**config.mk**
```make
export PLATFORM = sky130hd
export DESIGN_NAME = square_wave_ctrl
export DESIGN_NICKNAME = d
export VERILOG_FILES = /design/src/rtl/wavegen_pkg.sv /design/src/rtl/wavegen_nco.sv /design/src/rtl/square_wave_ctrl.sv
export SDC_FILE = /design/constraint.sdc
export NUM_CORES = 1
export LEC_CHECK = 0
export ABC_AREA = 1
export CAP_MARGIN = 20
export CORE_MARGIN = 5
export CORE_UTILIZATION = 50
export CTS_CLUSTER_DIAMETER = 50
export DETAILED_ROUTE_END_ITERATION = 8
export HOLD_SLACK_MARGIN = 0.06
export PLACE_DENSITY = 0.73
export SLEW_MARGIN = 5
export SYNTH_ARGS = -nofsm -noshare
export SYNTH_HDL_FRONTEND = slang
export SYNTH_SLANG_ARGS = --single-unit
```
**constraint.sdc**
```tcl
create_clock -name i_clk -period 13.8 [get_ports i_clk]
set_clock_uncertainty 0.1 [all_clocks]
set_input_delay 3.45 -clock i_clk [delete_from_list [all_inputs] [get_ports i_clk]]
set_output_delay 3.45 -clock i_clk [all_outputs]
set_load 0.1 [all_outputs]
```
**src/rtl/wavegen_pkg.sv**
```systemverilog
// Shared types and constants for the square-wave sample generator.
// Config fields are sized at the default widths and resized at each use.
package wavegen_pkg;

  localparam int ACC_W_DEFAULT  = 24;
  localparam int ADDR_W_DEFAULT = 10;
  localparam int DIV_W_DEFAULT  = 16;
  localparam logic [3:0] SEL_MAX = 4'd10;

  typedef enum logic [1:0] {
    IDLE = 2'd0,
    RUN  = 2'd1,
    STOP = 2'd2
  } state_t;

  typedef logic [ACC_W_DEFAULT-1:0] ftw_t;
  typedef logic [DIV_W_DEFAULT-1:0] div_t;

  typedef struct packed {
    ftw_t       ftw;
    logic [3:0] sel;
    div_t       div;
  } cfg_t;

  // Out-of-range duty selects fall back to 0 rather than indexing past the LUT.
  function automatic logic [3:0] clamp_sel(input logic [3:0] sel);
    return (sel > SEL_MAX) ? 4'd0 : sel;
  endfunction

endpackage

```
**src/rtl/wavegen_nco.sv**
```systemverilog
// Sample-rate divider plus phase accumulator; exposes the next address and carry
// so the controller can decide whether to commit the step.
module wavegen_nco
  import wavegen_pkg::*;
#(
  parameter int ACC_W  = ACC_W_DEFAULT,
  parameter int ADDR_W = ADDR_W_DEFAULT,
  parameter int DIV_W  = DIV_W_DEFAULT
) (
  input  logic              clk,
  input  logic              rst,
  input  logic              run,
  input  logic              load,
  input  logic              clear,
  input  logic [ACC_W-1:0]  ftw,
  input  logic [DIV_W-1:0]  div,
  output logic              tick,
  output logic [ADDR_W-1:0] addr_next,
  output logic              carry
);

  logic [DIV_W-1:0] cnt;
  logic [ACC_W-1:0] acc;
  logic [ACC_W:0]   sum;

  // >= rather than == so a smaller divider applied mid-count cannot strand the counter.
  assign tick      = run && (cnt >= div);
  assign sum       = {1'b0, acc} + {1'b0, ftw};
  assign addr_next = sum[ACC_W-1 -: ADDR_W];
  assign carry     = sum[ACC_W];

  always_ff @(posedge clk or posedge rst) begin
    if (rst) begin
      cnt <= '0;
      acc <= '0;
    end else if (clear) begin
      cnt <= '0;
      acc <= '0;
    end else begin
      if (run) cnt <= tick ? '0 : cnt + DIV_W'(1);
      if (load) acc <= sum[ACC_W-1:0];
    end
  end

endmodule

```
**src/rtl/square_wave_ctrl.sv**
```systemverilog
// Run/stop control, shadowed configuration and the valid/ready sample port
// feeding the square-wave LUT.
module square_wave_ctrl
  import wavegen_pkg::*;
#(
  parameter int ACC_W  = ACC_W_DEFAULT,
  parameter int ADDR_W = ADDR_W_DEFAULT,
  parameter int DIV_W  = DIV_W_DEFAULT
) (
  input  logic              i_clk,
  input  logic              i_rst,
  input  logic              i_en,
  input  logic              i_cfg_valid,
  output logic              o_cfg_ready,
  input  logic [ACC_W-1:0]  i_cfg_ftw,
  input  logic [3:0]        i_cfg_sel,
  input  logic [DIV_W-1:0]  i_cfg_div,
  output logic [ADDR_W-1:0] o_addr,
  output logic [3:0]        o_sel,
  output logic              o_valid,
  input  logic              i_ready,
  output logic              o_wrap,
  output logic              o_overrun,
  output logic              o_busy
);

  state_t state, state_nxt;
  cfg_t   act, shadow;
  logic   shadow_full, rst_done;
  logic   tick, load, carry, wrap_evt, xfer, apply, go_idle;
  logic [ADDR_W-1:0] addr_next;

  always_ff @(posedge i_clk or posedge i_rst) begin
    if (i_rst) state <= IDLE;
    else       state <= state_nxt;
  end

  // STOP lingers until the pending sample has been taken downstream.
  always_comb begin
    state_nxt = state;
    case (state)
      IDLE:    if (i_en) state_nxt = RUN;
      RUN:     if (!i_en) state_nxt = STOP;
      STOP:    if (i_en) state_nxt = RUN;
               else if (!o_valid) state_nxt = IDLE;
      default: state_nxt = IDLE;
    endcase
  end

  assign o_busy      = (state != IDLE);
  assign go_idle     = (state == STOP) && (state_nxt == IDLE);
  assign o_cfg_ready = rst_done && !shadow_full;
  assign xfer        = i_cfg_valid && o_cfg_ready;
  assign load        = tick && (!o_valid || i_ready);
  assign wrap_evt    = load && carry;
  assign apply       = shadow_full && ((state == IDLE) || wrap_evt);

  wavegen_nco #(.ACC_W(ACC_W), .ADDR_W(ADDR_W), .DIV_W(DIV_W)) u_nco (
    .clk       (i_clk),
    .rst       (i_rst),
    .run       (state == RUN),
    .load      (load),
    .clear     (go_idle),
    .ftw       (ACC_W'(act.ftw)),
    .div       (DIV_W'(act.div)),
    .tick      (tick),
    .addr_next (addr_next),
    .carry     (carry)
  );

  // While running, new settings land only at a period boundary so the duty never glitches.
  always_ff @(posedge i_clk or posedge i_rst) begin
    if (i_rst) begin
      act         <= '0;
      shadow      <= '0;
      shadow_full <= 1'b0;
      rst_done    <= 1'b0;
    end else begin
      rst_done    <= 1'b1;
      shadow_full <= xfer || (shadow_full && !apply);
      if (apply) act <= shadow;
      if (xfer) begin
        shadow.ftw <= ftw_t'(i_cfg_ftw);
        shadow.sel <= clamp_sel(i_cfg_sel);
        shadow.div <= div_t'(i_cfg_div);
      end
    end
  end

  // The wrap sample still carries the old duty because act updates on the same edge.
  always_ff @(posedge i_clk or posedge i_rst) begin
    if (i_rst) begin
      o_addr    <= '0;
      o_sel     <= '0;
      o_valid   <= 1'b0;
      o_wrap    <= 1'b0;
      o_overrun <= 1'b0;
    end else begin
      o_wrap    <= wrap_evt;
      o_overrun <= tick && o_valid && !i_ready;
      if (load) begin
        o_valid <= 1'b1;
        o_addr  <= addr_next;
        o_sel   <= act.sel;
      end else if (i_ready) begin
        o_valid <= 1'b0;
      end
    end
  end

endmodule

```
* Word level (Yosys, flattened, before mapping) *
Cells that the tools add are included.

storage, ports and cells
  output and inout port bits = 19
  flip-flop bits (word level) = 149
  input bits = 49

operators by class
  muxes and demuxes = 13
  order comparisons = 2
  equality and inequality tests = 2
  $add $sub $neg = 2
  reduce and logical (&&, ||, !) cells = 23

operators by type and width
  cell                     count
  $mux W16                 3
  $mux W24                 2
  $add A24 B24 Y25         1
  $add A16 B1 Y16 const B  1
  $ge A16 B16 Y1           1
  $logic_and A1 B1 Y1      10
  $mux W2                  4
  $reduce_bool A2 Y1       4
  $pmux W2 S3              1
  $gt A4 B4 Y1 const B     1
  $logic_not A1 Y1         4
  $logic_not A2 Y1         2
  $mux W4                  1
  $logic_or A1 B1 Y1       3
  $eq A2 B1 Y1 const B     1
  $eq A2 B2 Y1 const B     1
  $mux W1                  2

* Depth between registers and ports, before layout *
  depth after elaboration = 9
  depth in mapped cells = 17
  gate-level depth less buffers = 16

* Hierarchy *
Synthesis repeated with hierarchy kept, for this count alone.

unflattened totals
  cell total of the unflattened synthesis = 1105
  area, all modules = 8299.2 um^2

modules (own cells, without submodules)
  module            area an instance (um^2)  cells an instance  seq. area each (um^2)  instances
  square_wave_ctrl  4257.8                   469                2727.6                 1
  wavegen_nco       4041.4                   636                1001.0                 1

* Least setup slack after synthesis *
OpenSTA, ideal clock, no wires.

  path type = register to output
  from = register shadow_full
  to = output o_cfg_ready
  buffers on the path = 0
  arrival time = 1.654 ns
  cell stages (with the launch flop) = 2
  required time = 10.250 ns
  path slack = 8.596 ns
  cell sequence = dfrtp_1 -> nor2_1

on the way
  cells in the longest elaborated chain, start to end = 2

ends and longest elaborated chain
  item                      line                    text
  start: declaration        square_wave_ctrl.sv:29  logic shadow_full, rst_done;
  start signal: assignment  square_wave_ctrl.sv:80  shadow_full <= xfer || (shadow_full && !apply);
  $logic_not A1 Y1          square_wave_ctrl.sv:52  assign o_cfg_ready = rst_done && !shadow_full;
  $logic_and A1 B1 Y1       square_wave_ctrl.sv:52
  end: declaration          square_wave_ctrl.sv:14  output logic o_cfg_ready,

No other way between the ends.

* Worst setup path in the final report *
Ends and elaborated chain as after synthesis.

==> impl_metrics.json <==
{
  "p_switching_uw": 715,
  "crit_fanout": 47,
  "stdcell_count": 1213,
  "port_buffers": 67,
  "start_util_pct": 50.9,
  "post_cts_buffers": 0,
  "relSlewSlack_pct": 33.4,
  "hold_viol": 0,
  "drtAntennaViolNets": 0,
  "die_y_um": 134,
  "tns_ns": 0,
  "dp_cells": 1181,
  "grt_pass1_vias": 5814,
  "syn_area_um2": 7740,
  "clk_latency_ns": 0.43,
  "num_rows": 45,
  "fmaxAchievable_ghz": 0.166,
  "syn_nets": 1043,
  "multiInputGateArea_um2": 3540,
  "cpMaxStageDelayCell": "clkdlybuf4s50_1",
  "worst-path-buf-inv": 2,
  "synthFlopType": "dfrtp_1",
  "power_frac_comb_pct": 37.8,
  "fp.dieW_um": 134,
  "setup_viol": 0,
  "p_leak_nw": 4.72,
  "status": "finished clean",
  "final.fill_count": 1392,
  "grt-ovfl-total": 0,
  "drv_slew": 0,
  "track_usage_pct": 19.9,
  "min_to": "state[0]",
  "hold_depth": 1,
  "power_density_nw_per_um2": 196,
  "first_pass_iters": 5,
  "r2r_start": "u_nco.cnt[8]",
  "ys_seq_area_share_pct": 48.2,
  "n_antenna_cell": 0,
  "clockBufferDepth": 2,
  "worstPathArrival_ns": 2.46,
  "post_cts_resized": 0,
  "r2r_cells": 10,
  "cpPeakStageDelay_ns": 1.16,
  "synth_edf_count": 0,
  "seqPwrFrac_pct": 37.1,
  "final_util_pct": 59.7,
  "r2r_end": "u_nco.acc[12]",
  "h-tree-depth": 4,
  "path_cells": "buf_4, nor2_1, clkdlybuf4s50_1",
  "area_delta_synth_final_pct": 17.2,
  "intPower_mw": 1.07,
  "crit_type": "flop to output port",
  "core_area_um2": 15200,
  "clkPwrFrac_pct": 25.1,
  "cts.sinks": 149,
  "hold_start": "state[0]",
  "yosys_register_bits": 149,
  "place.gp.congestion": 0.925,
  "dp_hpwl_mm": 11.5,
  "tritoncts": "built",
  "maxCapViolations": 0,
  "cp-end-kind": "output port",
  "routedWlPerCell_um": 14.1,
  "yosys.cell_types.count": 43,
  "drt_wl_total_mm": 17.1,
  "antenna_found_initial": 0,
  "drc_errors": 0,
  "ioPinCount": 68,
  "seqCellArea_um2": 3730,
  "required_ns": 10.25,
  "yosysWarnings": 0,
  "startpoint_type": "flop",
  "rrSetupSlack_ns": 10.82,
  "avgViaCountPerCell": 5.20,
  "finalNetCount": 1103,
  "root_buffer": "clkbuf_16",
  "cts_hold_buffers": 0,
  "cts-buffers-inserted": 17,
  "grt_max_degree": 81,
  "rsz0062_at_grt": "no",
  "drive_gt1_share_pct": 5.27,
  "ir_drop_v": 0.000109,
  "clkTransAtPathRegs_ns": 0.06,
  "synthCells": 952,
  "min_period_ns": 6.01,
  "vias": 6307,
  "crit_family": "buffers and inverters",
  "worst_pin_slew_ns": 0.995,
  "async_flop_share_pct": 100,
  "syn_area_per_cell_um2": 8.13,
  "p_sw_share_pct": 40.1,
  "die-area_um2": 18100,
  "hold_path.class": "flop to flop",
  "drt_iter0_drc": 440,
  "grt_pass1_wl_mm": 29.0,
  "finalCritPeriodShare_pct": 43.5
}
-- worst reg2reg max path: cells and delay by family, from the launching register on --
kind / cells / cell delay, ns
buf+inv: 1 / 0.49
compound gates: 1 / 0.09
fa+ha+maj: 1 / 0.31
simple gates: 7 / 1.39
flops: 1 / 0.45
-- state kept, by name, indices dropped and copies added, names as in the netlist --
| name | cells |
|---|---|
| o_valid | 1 |
| o_sel | 4 |
| u_nco.acc | 24 |
| o_addr | 10 |
| rst_done | 1 |
| state | 2 |
| o_wrap | 1 |
| act | 44 |
| u_nco.cnt | 16 |
| shadow_full | 1 |
| o_overrun | 1 |
| shadow | 44 |
-- power groups by stage --
stage	registers, mW	logic (mW)	clock network, mW
2_1_floorplan	0.747	0.428	0
3_3_place_gp	0.663	0.654	0
3_5_place_dp	0.664	0.669	0
4_1_cts	0.659	0.674	0.454
5_1_grt	0.678	0.751	0.478
6_report	0.660	0.674	0.447
-- final cells by class --
cell class | count | area share [%]
Sequential cell | 149 | 41.1
Timing Repair Buffer | 72 | 7.81
Clock inverter | 9 | 1.03
Clock buffer | 23 | 5.27
Inverter | 76 | 3.20
Multi-Input combinational cell | 696 | 39.0
Tap cell | 188 | 2.59
-- worst max-delay path by stage --
stage / startpoint / to / slack, ns / depth (start not counted)
after floorplan: i_rst / act[0] / 6.24 / 1
after global placement: i_rst / act[19] / 8.21 / 3
after detailed placement: i_rst / act[19] / 8.22 / 3
after CTS: shadow_full / o_cfg_ready / 7.79 / 3
after global routing: shadow_full / o_cfg_ready / 7.71 / 3
final: shadow_full / o_cfg_ready / 7.79 / 3
-- cell families after synthesis --
logic type      synth area share, %
simple gates                   30.6
flops                          48.2
buf+inv                        6.11
compound gates                 5.51
fa+ha+maj                      6.89
xor+xnor                       2.72
other cells                  0.0485
-- synthesized netlist by cell type, types with 9 or more instances --
| master | n | area [µm²] |
|---|---|---|
| a21oi_1 | 31 | 155 |
| inv_1 | 74 | 278 |
| o21ai_1 | 12 | 60.1 |
| buf_2 | 9 | 45.0 |
| o21ai_0 | 19 | 95.1 |
| nand3_1 | 97 | 485 |
| xor2_1 | 16 | 140 |
| nand2_1 | 367 | 1380 |
| nor3_1 | 9 | 45.0 |
| ha_1 | 41 | 513 |
| clkbuf_1 | 10 | 37.5 |
| dfrtp_1 | 149 | 3730 |
| nor2_1 | 44 | 165 |
-- layer usage --
layer / vias to the layer above / share of wire, % / global-route usage (%)
met5: - / 0 / 0
met4: 0 / 1.7 / 6.79
met3: 24 / 5.1 / 4.05
met2: 151 / 44 / 29.4
met1: 2955 / 50 / 29.4
li1: 3177 / - / -
-- placed cells by master, fill, tap and decap left out, types with 2 or more instances in the layout --
cell	netlist	final
buf_4	4	5
nand4_1	8	8
xnor2_1	8	8
ha_1	41	41
xor2_1	16	16
o22ai_1	3	3
o21a_1	3	3
nor2_2	2	2
nand2_2	5	5
nand2_8	2	2
clkbuf_1	10	3
o21bai_1	4	4
o21ai_0	19	19
inv_1	74	73
nor3_1	9	9
nand3_1	97	97
inv_6	0	3
nor4_1	2	2
nand3b_1	5	5
o31ai_1	2	2
o21ai_1	12	12
clkbuf_16	0	17
nor2_4	3	3
dfrtp_1	149	149
clkinv_2	0	2
a21oi_1	31	31
clkinv_4	0	2
nor2_1	44	44
nand2_1	367	367
clkdlybuf4s50_1	0	67
clkbuf_8	0	3
-- through the flow --
stage | hold WS (ns) | setup WS, ns | total power [mW] | cell area, µm²
global placement | 0.351 | 8.21 | 1.32 | 8500
detailed placement | 0.356 | 8.22 | 1.33 | 8500
finish | 0.364 | 7.79 | 1.78 | 9070
CTS | 0.369 | 7.79 | 1.79 | 9070
global route | 0.385 | 7.71 | 1.91 | 9070
floorplan | 0.329 | 6.24 | 1.18 | 7740
Note: power is estimated with default switching activity, not from simulation.
